==> src/rtl/hjbridge_pkg.sv <==
// Shared types and constants for the byte-stream to register-bus bridge.
package hjbridge_pkg;

  typedef enum logic [2:0] {
    StCmd,
    StAddr,
    StWdata,
    StReq,
    StWait,
    StStat,
    StRdata
  } state_e;

  // Response status codes
  localparam logic [7:0] StatusOk      = 8'h00;
  localparam logic [7:0] StatusSlvErr  = 8'h01;
  localparam logic [7:0] StatusTimeout = 8'h02;
  localparam logic [7:0] StatusBadCmd  = 8'h03;

  // Command byte 0 layout
  localparam int unsigned CmdWrBit   = 7;
  localparam int unsigned CmdRsvdMsb = 6;
  localparam int unsigned CmdRsvdLsb = 4;
  localparam int unsigned CmdAddrMsb = 3;
  localparam int unsigned CmdAddrLsb = 0;

endpackage

==> src/rtl/hjbridge_if.sv <==
// Byte streams plus register bus seen by the bridge; master = bridge side.
interface hjbridge_if;
  logic [7:0]  rx_data;
  logic        rx_valid;
  logic        rx_ready;
  logic [7:0]  tx_data;
  logic        tx_valid;
  logic        tx_ready;
  logic        regreq;
  logic        regwr;
  logic [11:0] regaddr;
  logic [31:0] regwdata;
  logic        regack;
  logic        regerr;
  logic [31:0] regrdata;

  modport master (
    input  rx_data, rx_valid, tx_ready, regack, regerr, regrdata,
    output rx_ready, tx_data, tx_valid, regreq, regwr, regaddr, regwdata
  );

  modport slave (
    output rx_data, rx_valid, tx_ready, regack, regerr, regrdata,
    input  rx_ready, tx_data, tx_valid, regreq, regwr, regaddr, regwdata
  );
endinterface

==> src/rtl/hjbridge.sv <==
// Decodes command frames from a byte stream, issues one register transaction
// per frame and returns a status (plus read data) frame on the outgoing stream.
module hjbridge
  import hjbridge_pkg::*;
#(
  parameter int unsigned TIMEOUT = 1024
) (
  input  logic       clk_i,
  input  logic       rstn_i,
  hjbridge_if.master bus
);

  localparam int unsigned TmoW = $clog2(TIMEOUT + 1);
  localparam logic [TmoW-1:0] TmoLast = TmoW'(TIMEOUT - 1);

  state_e          state_q, state_d;
  logic            rstn_q;
  logic [1:0]      cnt_q, cnt_d;
  logic [TmoW-1:0] tmo_q, tmo_d;
  logic [7:0]      status_q, status_d;
  logic [31:0]     rdata_q, rdata_d;
  logic            wr_q, wr_d;
  logic [11:0]     addr_q, addr_d;
  logic [31:0]     wdata_q, wdata_d;
  logic            rx_fire, tx_fire;

  assign rx_fire = bus.rx_valid & bus.rx_ready;
  assign tx_fire = bus.tx_valid & bus.tx_ready;

  // Bus request fields come straight from the frame registers so they hold
  // through REQ/WAIT until the next frame overwrites them.
  assign bus.regwr    = wr_q;
  assign bus.regaddr  = addr_q;
  assign bus.regwdata = wdata_q;

  // State and datapath registers
  always_ff @(posedge clk_i or negedge rstn_i) begin
    if (!rstn_i) begin
      state_q  <= StCmd;
      rstn_q   <= 1'b0;
      cnt_q    <= '0;
      tmo_q    <= '0;
      status_q <= StatusOk;
      rdata_q  <= '0;
      wr_q     <= 1'b0;
      addr_q   <= '0;
      wdata_q  <= '0;
    end else begin
      state_q  <= state_d;
      rstn_q   <= 1'b1;
      cnt_q    <= cnt_d;
      tmo_q    <= tmo_d;
      status_q <= status_d;
      rdata_q  <= rdata_d;
      wr_q     <= wr_d;
      addr_q   <= addr_d;
      wdata_q  <= wdata_d;
    end
  end

  // Frame sequencing, stream handshakes and bus strobe
  always_comb begin
    state_d      = state_q;
    cnt_d        = cnt_q;
    tmo_d        = tmo_q;
    status_d     = status_q;
    rdata_d      = rdata_q;
    wr_d         = wr_q;
    addr_d       = addr_q;
    wdata_d      = wdata_q;
    bus.rx_ready = 1'b0;
    bus.tx_valid = 1'b0;
    bus.tx_data  = 8'h00;
    bus.regreq   = 1'b0;

    unique case (state_q)
      StCmd: begin
        // Held off for one cycle after reset release
        bus.rx_ready = rstn_q;
        if (rx_fire) begin
          if (|bus.rx_data[CmdRsvdMsb:CmdRsvdLsb]) begin
            status_d = StatusBadCmd;
            state_d  = StStat;
          end else begin
            wr_d         = bus.rx_data[CmdWrBit];
            addr_d[11:8] = bus.rx_data[CmdAddrMsb:CmdAddrLsb];
            state_d      = StAddr;
          end
        end
      end
      StAddr: begin
        bus.rx_ready = 1'b1;
        if (rx_fire) begin
          addr_d[7:0] = bus.rx_data;
          cnt_d       = 2'd0;
          state_d     = wr_q ? StWdata : StReq;
        end
      end
      StWdata: begin
        bus.rx_ready = 1'b1;
        if (rx_fire) begin
          wdata_d = {wdata_q[23:0], bus.rx_data};
          cnt_d   = cnt_q + 2'd1;
          if (cnt_q == 2'd3) state_d = StReq;
        end
      end
      StReq: begin
        bus.regreq = 1'b1;
        tmo_d      = '0;
        state_d    = StWait;
      end
      StWait: begin
        // An ack in the last wait cycle still beats the timeout
        if (bus.regack) begin
          rdata_d  = bus.regrdata;
          status_d = bus.regerr ? StatusSlvErr : StatusOk;
          state_d  = StStat;
        end else if (tmo_q == TmoLast) begin
          status_d = StatusTimeout;
          state_d  = StStat;
        end else begin
          tmo_d = tmo_q + 1'b1;
        end
      end
      StStat: begin
        bus.tx_valid = 1'b1;
        bus.tx_data  = status_q;
        if (tx_fire) begin
          if (status_q == StatusOk && !wr_q) begin
            cnt_d   = 2'd0;
            state_d = StRdata;
          end else begin
            state_d = StCmd;
          end
        end
      end
      StRdata: begin
        bus.tx_valid = 1'b1;
        // MSB first: byte index 3-cnt, i.e. ~cnt for a 2-bit counter
        bus.tx_data  = rdata_q[{~cnt_q, 3'b000} +: 8];
        if (tx_fire) begin
          cnt_d = cnt_q + 2'd1;
          if (cnt_q == 2'd3) state_d = StCmd;
        end
      end
      default: state_d = StCmd;
    endcase
  end

endmodule
==> src/flat_wrapper.sv <==
// flat-port wrapper written by rule: the top's interface ports become plain ports
module hjbridge_flat import hjbridge_pkg::*;
#(
  parameter int unsigned TIMEOUT = 1024
)
  (clk_i, rstn_i, bus_rx_data, bus_rx_valid, bus_tx_ready, bus_regack, bus_regerr, bus_regrdata, bus_rx_ready, bus_tx_data, bus_tx_valid, bus_regreq, bus_regwr, bus_regaddr, bus_regwdata);
  hjbridge_if bus_i ();
  input  logic clk_i;
  input  logic rstn_i;
  input wire logic [$bits(bus_i.rx_data)-1:0] bus_rx_data;
  input wire logic [$bits(bus_i.rx_valid)-1:0] bus_rx_valid;
  input wire logic [$bits(bus_i.tx_ready)-1:0] bus_tx_ready;
  input wire logic [$bits(bus_i.regack)-1:0] bus_regack;
  input wire logic [$bits(bus_i.regerr)-1:0] bus_regerr;
  input wire logic [$bits(bus_i.regrdata)-1:0] bus_regrdata;
  output wire logic [$bits(bus_i.rx_ready)-1:0] bus_rx_ready;
  output wire logic [$bits(bus_i.tx_data)-1:0] bus_tx_data;
  output wire logic [$bits(bus_i.tx_valid)-1:0] bus_tx_valid;
  output wire logic [$bits(bus_i.regreq)-1:0] bus_regreq;
  output wire logic [$bits(bus_i.regwr)-1:0] bus_regwr;
  output wire logic [$bits(bus_i.regaddr)-1:0] bus_regaddr;
  output wire logic [$bits(bus_i.regwdata)-1:0] bus_regwdata;
  assign bus_i.rx_data = bus_rx_data;
  assign bus_i.rx_valid = bus_rx_valid;
  assign bus_i.tx_ready = bus_tx_ready;
  assign bus_i.regack = bus_regack;
  assign bus_i.regerr = bus_regerr;
  assign bus_i.regrdata = bus_regrdata;
  assign bus_rx_ready = bus_i.rx_ready;
  assign bus_tx_data = bus_i.tx_data;
  assign bus_tx_valid = bus_i.tx_valid;
  assign bus_regreq = bus_i.regreq;
  assign bus_regwr = bus_i.regwr;
  assign bus_regaddr = bus_i.regaddr;
  assign bus_regwdata = bus_i.regwdata;
  hjbridge #(.TIMEOUT(TIMEOUT)) u_core (.clk_i(clk_i), .rstn_i(rstn_i), .bus(bus_i));
endmodule
==> config.mk <==
export PLATFORM = sky130hd
export DESIGN_NAME = hjbridge_flat
export DESIGN_NICKNAME = d
export VERILOG_FILES = /design/src/rtl/hjbridge_pkg.sv /design/src/rtl/hjbridge_if.sv /design/src/rtl/hjbridge.sv /design/src/flat_wrapper.sv
export SDC_FILE = /design/constraint.sdc
export NUM_CORES = 1
export LEC_CHECK = 0
export BUFFER_PORTS_ARGS = -buffer_cell sky130_fd_sc_hd__buf_2
export CAP_MARGIN = 20
export CORE_ASPECT_RATIO = 2
export CORE_UTILIZATION = 30
export CTS_BUF_LIST = sky130_fd_sc_hd__clkbuf_8
export CTS_CLUSTER_SIZE = 20
export DETAILED_ROUTE_END_ITERATION = 6
export PLACE_DENSITY = 0.5
export RECOVER_POWER = 50
export SETUP_SLACK_MARGIN = 0.3
export SKIP_LAST_GASP = 1
export SYNTH_ARGS = -nofsm -noshare
export SYNTH_HDL_FRONTEND = slang
export SYNTH_SLANG_ARGS = --single-unit
==> constraint.sdc <==
create_clock -name clk_i -period 2.7 [get_ports clk_i]
set_clock_uncertainty 0.2 [all_clocks]
set_input_delay 0.405 -clock clk_i [delete_from_list [all_inputs] [get_ports clk_i]]
set_output_delay 0.405 -clock clk_i [all_outputs]
set_load 0.02 [all_outputs]
* Yosys cells after proc, flatten, opt, wreduce, memory -nomap -nowiden *
Index checks and enable logic that the tools add are counted.

word-level totals
  register bits after elaboration = 102
  bits of input ports = 46
  output and inout port bits = 56
  word-level logic and storage cells = 87

cells by class
  $add $sub $neg = 2
  equal/unequal tests = 20
  shifts and indexed selects = 1
  muxes and demuxes = 32
  bitwise operators = 4
  reductions and logical operators = 18

operators by type and width
  operator                 count
  $mux W3                  11
  $mux W8                  4
  $pmux W8 S2              2
  $shiftx A32 B6 Y8        1
  $mux W11                 2
  $pmux W11 S2             1
  $pmux W3 S7              1
  $ne A2 B1 Y1 const B     9
  $add A11 B1 Y11 const B  1
  $eq A11 B10 Y1 const B   1
  $mux W2                  5
  $eq A3 B3 Y1 const B     3
  $logic_not A8 Y1         1
  $pmux W2 S4              1
  $reduce_and A8 Y1        1
  $eq A3 B2 Y1 const B     2
  $reduce_and A2 Y1        3
  $reduce_and A3 Y1        2
  $reduce_and A6 Y1        1
  $mux W1                  4
  $ne A2 B2 Y1 const B     2
  $reduce_and A4 Y1        1
  $reduce_bool A2 Y1       2
  $reduce_bool A4 Y1       1
  other kinds (13)         15

* Longest topological paths before layout *
Gate-level depths: netlist (run 1).

  word-level depth = 6
  depth in mapped cells = 8
  mapped depth without buffers = 6

* Least setup slack after synthesis (run 1) *
OpenSTA, ideal clock, no wires.

  path kind = register to register
  start = reg u_core.state_q[1]
  end = reg u_core.tmo_q[5]
  library setup time = 79 ps
  data arrival time = 2006 ps
  required time = 2421 ps
  slack = 415 ps
  cell stages (with the launch flop) = 8
  path buffers = 2
  clock period less this slack = 2285 ps
  path through = dfrtp_1 > buf_6 > or3b_4 > or2_0 > buf_2 > o21a_1 > or4_1 > a21oi_1

on the way
  cells in the longest elaborated chain, start to end = 3
  elaborated cells between the ends (all ways) = 7
  classes of those cells = eq/ne: 4; mux: 1; reduce/logical: 2

RTL lines
  item                                                                 RTL line        source
  from (decl)                                                          hjbridge.sv:16  state_e state_q, state_d;
  from (signal assigned)                                               hjbridge.sv:39  state_q <= StCmd;
  from (signal assigned)                                               hjbridge.sv:49  state_q <= state_d;
  $eq A3 B3 Y1 / $eq A3 B2 Y1 (equally long branches)                  hjbridge.sv:76  unique case (state_q)
  $ne A2 B2 Y1 (no line) / $reduce_bool A2 Y1 (equally long branches)  -
  $reduce_and A3 Y1 (no line)                                          -
  to (signal assigned)                                                 hjbridge.sv:52  tmo_q <= tmo_d;
  to (decl)                                                            hjbridge.sv:19  logic [TmoW-1:0] tmo_q, tmo_d;

Parallel ways exist; a longest one is shown, timed or not.
A chain may end at the register's enable or synchronous reset.

* Worst setup path in the final report (run 1) *
  start = reg u_core.cnt_q[0]
  end = out bus_tx_data[1]

on the way
  cells in the longest elaborated chain, start to end = 3

RTL lines
  item                    RTL line            source
  from (decl)             hjbridge.sv:18      logic [1:0] cnt_q, cnt_d;
  from (signal assigned)  hjbridge.sv:51      cnt_q <= cnt_d;
  $not A2 Y2              hjbridge.sv:140     bus.tx_data = rdata_q[{~cnt_q, 3'b000} +: 8];
  $shiftx A32 B6 Y8       hjbridge.sv:140
  $pmux W8 S2             hjbridge.sv:76
  to (decl)               flat_wrapper.sv:17  output wire logic [$bits(bus_i.tx_data)-1:0] bus_tx_data;

Every way passes these cells.

==> reports/metrics.cfg, run 1 <==
[status]
status=finished clean

[die]
die_area_mm2=0.01441
row_count=60
die_w_um=85.38
chipHeight_um=168.8
start_util_pct=30.87
core-area_mm2=0.01351
top_level_ports=102

[logic_synthesis]
ys.flop_type=dfrtp_1
avgSynthCellArea_um2=13.46
synth_seq_area_share_pct=57.59
ys_types=41
ys_ff_latch=96
syn-num-nets=358
synthArstFlopShare_pct=100.0
syn_area_mm2=0.004172
syn_inst=310
synth-edff-count=0
ys_warn_count=0

[global_routing]
first_global_vias=3143
antenna_found_initial=0
grt_pass1_wl_mm=15.86
grt_use_total_pct=14.38
grt_start_max_net_pins=43
grt-ovfl-total=0

[power_and_ir_drop]
swShare_pct=36.53
cellLeakagePower_nw=2.393
power_switching_mw=2.046
power_mw=5.601
p_int_mw=3.555
powerDensity_mw_per_mm2=1077
p_clk_share_pct=18.0
seqPwrFrac_pct=42.3
ir_drop_mv=0.4212
comb_power_share_pct=39.8

[drt]
wire_per_inst_um=17.01
dr.pass1.iters=4
vias_per_cell=5.034
ant_nets=0
dr.first_iter.drc_count=92
drc=0
vias=2930
routed_wl_mm=9.899

[setup_path]
required_ns=2.10
worstPathArrival_ns=1.80
reg2regPathDepth=5
crit_fanout=3
critPathLaunchType=flip-flop
endpoint_kind=output pin
critical_path_class=flip-flop to output pin

[sta]
setup_viol=0
slew_headroom_pct=30.53
finalCritPeriodShare_pct=89.11
rsz0062_at_grt=true
hold_violations=0
period_needed_ns=2.406
report.final.slew_viol_count=0
setup_tns_ns=0
fmax_mhz=415.6
worst_pin_slew_ns=1.042

[cts]
clock_path_buffers=2
root_buffer=clkbuf_8
path_clk_slew_ns=0.10
clk_latency_ns=0.36
tritoncts=done
h-tree-depth=3
numCtsBuffers=9
cts_sinks=96

[min_path]
hp-class=input port to flip-flop
whs_path_depth=2

[placement]
io_buffers=101
gp_congestion=0.8338
dpl.hpwl_mm=7.159

[layout]
nFillCells=1363
layout_commonest_cell=dfrtp_1
antenna_cells=0
final_cell_mix=dfrtp_1 (94), mux2_2 (79), buf_2 (66), clkbuf_1 (27), nand2_1 (15)
layout.nets=470
drive_above_1_share_pct=48.24
area.growth.synth_to_final_pct=24.66

[run]
drv_cap=0

per-layer routing:
layer  up-vias  wire length (um)  share of wire (%)  GRT usage (%)
met3        20               480                4.8          3.608
met1      1472              3553                 36          14.67
met5         -                 0                  0              0
met4         0               318                3.2          6.957
li1       1350                 -                  -              -
met2        88              5547                 56          26.79
critical path: stages, from the launching register on:
cell and delay (ns):
dfrtp_4 0.52, buf_12 0.15, mux4_2 0.42, a22oi_2 0.13, nor2_1 0.07, buf_4 0.15
through the flow:
stage               worst slack [ns]  area (um2)  hold WS, ns  std cells  utilization, %
global placement              0.2517        4890       0.2330        560           36.19
floorplan                     0.4146        4172     -0.09059        310               -
CTS                           0.2416        5186      0.04392        582           38.38
detailed placement            0.1461        4890       0.2396        560           36.19
finish                        0.2939        5200      0.06372        582           38.48
global route                  0.1400        5200      0.04281        582           38.48
timing repair:
item / CTS / global route
hold buffers: 1 / 0
resized for setup: 12 / 18
pin swaps: 2 / 1
buffers inserted: 5 / 0
setup endpoints to repair: 11 / 10
endpoints found under the hold margin: 40 / 0
cell usage after synthesis, drive strengths merged (2+ instances only):
| library cell | number | area share [%] |
|---|---|---|
| nand2b | 3 | 0.45 |
| clkbuf | 11 | 0.99 |
| dfrtp | 96 | 58 |
| ha | 2 | 0.60 |
| mux2 | 79 | 21 |
| a22oi | 2 | 0.36 |
| nand3 | 6 | 0.72 |
| inv | 3 | 0.27 |
| a211oi | 2 | 0.36 |
| buf | 4 | 0.60 |
| nor2b | 2 | 0.30 |
| o311a | 2 | 0.48 |
| nand4 | 3 | 0.45 |
| nand2 | 15 | 1.3 |
| nor3 | 5 | 0.60 |
| a21oi | 10 | 1.2 |
| mux4 | 8 | 4.3 |
| nor4 | 2 | 0.30 |
| or3 | 3 | 0.45 |
| o21ai | 12 | 1.4 |
| nor2 | 13 | 1.2 |
| o311ai | 2 | 0.42 |
| and3 | 9 | 1.3 |
cell families (layout without fill, tap and decap cells):
family | Yosys count | count (layout) | synth area share (%)
AO/OA/AOI/OAI | 38 | 38 | 5.789
AND/OR/NAND/NOR | 65 | 65 | 7.889
buffers and inverters | 19 | 136 | 1.949
flip-flops | 96 | 96 | 57.59
other | 1 | 1 | 0.08990
XOR/XNOR | 1 | 1 | 0.2100
adder cells (fa/ha/maj) | 2 | 2 | 0.5998
multiplexers | 88 | 88 | 25.88
flip-flops by register name (all words and copies together), names as in the netlist, 2 cells and up:
register             cells
u_core.tmo_q            11
u_core.bus.regaddr      12
u_core.state_q           3
u_core.status_q          2
u_core.rdata_q          32
u_core.bus.regwdata     32
u_core.cnt_q             2
power by group through the flow:
| stage | clock (mW) | combinational, mW | sequential, mW |
|---|---|---|---|
| after floorplan | 0 | 1.32 | 2.50 |
| after global placement | 0 | 2.04 | 2.41 |
| after detailed placement | 0 | 2.07 | 2.44 |
| after CTS | 1.05 | 2.23 | 2.37 |
| after global routing | 1.09 | 2.43 | 2.45 |
| final | 1.01 | 2.23 | 2.37 |
worst paths after layout:
| path | start | end | slack (ns) |
|---|---|---|---|
| min in group asynchronous | rstn_i | u_core.rdata_q[4]$_DFFE_PN0P_ | 0.55 |
| worst max-delay path | u_core.cnt_q[0]$_DFFE_PN0P_ | bus_tx_data[1] | 0.29 |
| worst max register to register | u_core.state_q[1]$_DFFE_PN0P_ | u_core.tmo_q[5]$_DFFE_PN0P_ | 0.33 |
| worst min register to register | u_core.rdata_q[2]$_DFFE_PN0P_ | u_core.rdata_q[2]$_DFFE_PN0P_ | 0.31 |
| max in group asynchronous | rstn_i | u_core.cnt_q[0]$_DFFE_PN0P_ | 0.49 |
| worst min-delay path | bus_regrdata[9] | u_core.rdata_q[9]$_DFFE_PN0P_ | 0.06 |
layout make-up:
cell class / instances / area [um2] / area share (%)
Inverter: 4 / 16.27 / 0.3128
Clock inverter: 6 / 72.57 / 1.396
Tap cell: 155 / 193.9 / 3.730
Multi-Input combinational cell: 195 / 1732 / 33.30
Sequential cell: 96 / 2407 / 46.29
Clock buffer: 10 / 137.6 / 2.647
Timing Repair Buffer: 116 / 640.6 / 12.32
Note: power is estimated with default switching activity, not from simulation.
==> run 2: changes to the inputs <==
- PLACE_DENSITY: 0.5 -> 0.56
==> reports/metrics.cfg, run 2 (same netlist as run 1, synthesis figures left out) <==
[status]
status=finished clean

[sta]
fmax_mhz=419.0  ; +0.82%
finalCritPeriodShare_pct=88.39  ; -0.73 points
worst_pin_slew_ns=1.161  ; +0.1192 ns
report.final.slew_viol_count=0  ; unchanged
period_needed_ns=2.386  ; -0.01963 ns
setup_viol=0  ; unchanged
slew_headroom_pct=22.58  ; -7.9 points
rsz0062_at_grt=true
setup_tns_ns=0  ; unchanged
hold_violations=0  ; unchanged

[global_routing]
grt_use_total_pct=14.28  ; -0.11 points
grt_pass1_wl_mm=15.75  ; -0.66%
antenna_found_initial=0  ; unchanged
first_global_vias=3128  ; -0.48%
grtUsageMet2_pct=26.82  ; +0.035 points
globalRouteMet1Util_pct=14.50  ; -0.17 points
grt-ovfl-total=0  ; unchanged
grt_busiest_layer=met2
grt_start_max_net_pins=53  ; +23%
gr-usage-met3_pct=2.828  ; -0.78 points

[placement]
dpl.hpwl_mm=7.174  ; +0.21%
placed_cell_area_mm2=0.004882  ; -0.15%
gp_congestion=0.8507  ; +2.0%
io_buffers=101  ; unchanged

[cts]
clock_path_buffers=2  ; unchanged
clk_latency_ns=0.36  ; about the same
tritoncts=done
path_clk_slew_ns=0.10  ; about the same
cts_sinks=96  ; unchanged
h-tree-depth=3  ; unchanged
numCtsBuffers=9  ; unchanged
root_buffer=clkbuf_8

[run]
drv_cap=0  ; unchanged

[setup_path]
slowest_stage=dfrtp_4
r2r_setup_slack_ns=0.33  ; about the same
critPathLaunchType=flip-flop
crit_fanout=5  ; +2
path_cells=buf_12 > mux4_2 > a22oi_2 > nor2_1 > buf_4
required_ns=2.10  ; about the same
critical_path_class=flip-flop to output pin
max_stage_delay_ns=0.50  ; -0.02 ns
endpoint_kind=output pin
worstPathArrival_ns=1.78  ; -0.02 ns

[layout]
nFillCells=1338  ; -1.8%
layout_commonest_cell=dfrtp_1
fin_area_mm2=0.005150  ; -0.96%
drive_above_1_share_pct=43.40  ; -4.8 points
antenna_cells=0  ; unchanged
layout.nets=467  ; -0.64%
final_cell_mix=dfrtp_1 (93), mux2_2 (79), buf_2 (53), clkbuf_1 (44), nand2_1 (15)
area.growth.synth_to_final_pct=23.46

[drt]
ant_nets=0  ; unchanged
drc=0  ; unchanged
routed_wl_mm=9.813  ; -0.87%
vias=2948  ; +0.61%
vias_per_cell=5.092  ; +1.1%
wire_per_inst_um=16.95  ; -0.36%
dr.pass1.iters=4  ; unchanged
dr.first_iter.drc_count=99  ; +7.6%

[die]
core-area_mm2=0.01351  ; unchanged
die_area_mm2=0.01441  ; unchanged
start_util_pct=30.87  ; unchanged
chipHeight_um=168.8  ; unchanged
die_w_um=85.38  ; unchanged
top_level_ports=102  ; unchanged
row_count=60  ; unchanged

[power_and_ir_drop]
cellLeakagePower_nw=2.316  ; -3.2%
power_mw=5.589  ; -0.21%
ir_drop_mv=0.4789  ; +14%
powerDensity_mw_per_mm2=1085  ; +0.75%

[min_path]
hp-class=input port to flip-flop

[run 2: cell count changes in the layout (fill, tap and decap cells not counted), sizes merged]
cell | previous run | this run
buf | 85 | 67
bufinv | 1 | 2
clkbuf | 40 | 54
clkinv | 3 | 2
clkinvlp | 0 | 2
inv | 6 | 5
[run 2: through the flow]
step	hold slack, ns	setup WS [ns]	instances	utilization [%]
CTS	0.04633	0.2537	579	38.36
detailed placement	0.2569	0.1753	559	36.13
global route	0.04984	0.2506	579	38.11
floorplan	-0.09059	0.4146	310	-
finish	0.06669	0.3135	579	38.11
global placement	0.2450	0.2495	559	36.13
[run 2: layer usage]
layer / routed length [um] / vias to the layer above / part of all wire (%)
li1: - / 1351 / -
met1: 3524 / 1472 / 36
met2: 5485 / 98 / 56
met3: 403 / 27 / 4.1
met4: 400 / 0 / 4.1
met5: 0 / - / 0
[run 2: critical path: cells and delay by family (launching register included)]
family	cells	cell delay [ns]
buffers and inverters	2	0.30
multiplexers	1	0.42
flip-flops	1	0.50
AO/OA/AOI/OAI	1	0.13
AND/OR/NAND/NOR	1	0.06
[run 2: layout make-up]
class / count / area [um2] / area share (%)
well taps: 155 / 193.9 / 3.766
clock buffers: 9 / 123.9 / 2.405
inverters: 4 / 16.27 / 0.3158
clock inverters: 7 / 96.34 / 1.871
multi-input cells: 195 / 1728 / 33.55
repair buffers: 113 / 583.1 / 11.32
flip-flops and latches: 96 / 2409 / 46.77
[run 2: worst paths after layout]
path / end / cells past startpoint / from
min in group asynchronous: u_core.bus.regwdata[0]$_DFFE_PN0P_ / 2 / rstn_i
max in group asynchronous: u_core.state_q[1]$_DFFE_PN0P_ / 3 / rstn_i
worst min-delay path: u_core.rdata_q[9]$_DFFE_PN0P_ / 2 / bus_regrdata[9]
worst max register to register: u_core.tmo_q[5]$_DFFE_PN0P_ / 5 / u_core.state_q[1]$_DFFE_PN0P_
worst max-delay path: bus_tx_data[0] / 5 / u_core.cnt_q[0]$_DFFE_PN0P_
worst min register to register: u_core.rdata_q[8]$_DFFE_PN0P_ / 1 / u_core.rdata_q[8]$_DFFE_PN0P_
[run 2: report_power, final]
part / leakage (nW) / internal [mW] / switching, mW / total (mW)
clock: 0.107 / 0.523 / 0.517 / 1.04
combinational: 0.997 / 1.05 / 1.12 / 2.17
sequential: 1.21 / 1.99 / 0.386 / 2.38
total: 2.32 / 3.57 / 2.02 / 5.59
[run 2: what timing repair did]
action,in CTS,in global routing
endpoints found under the setup margin,11,10
buffers inserted,3,0
hold endpoints to repair,44,0
hold buffers,1,0
gates resized for setup,14,8
pin swaps,3,1
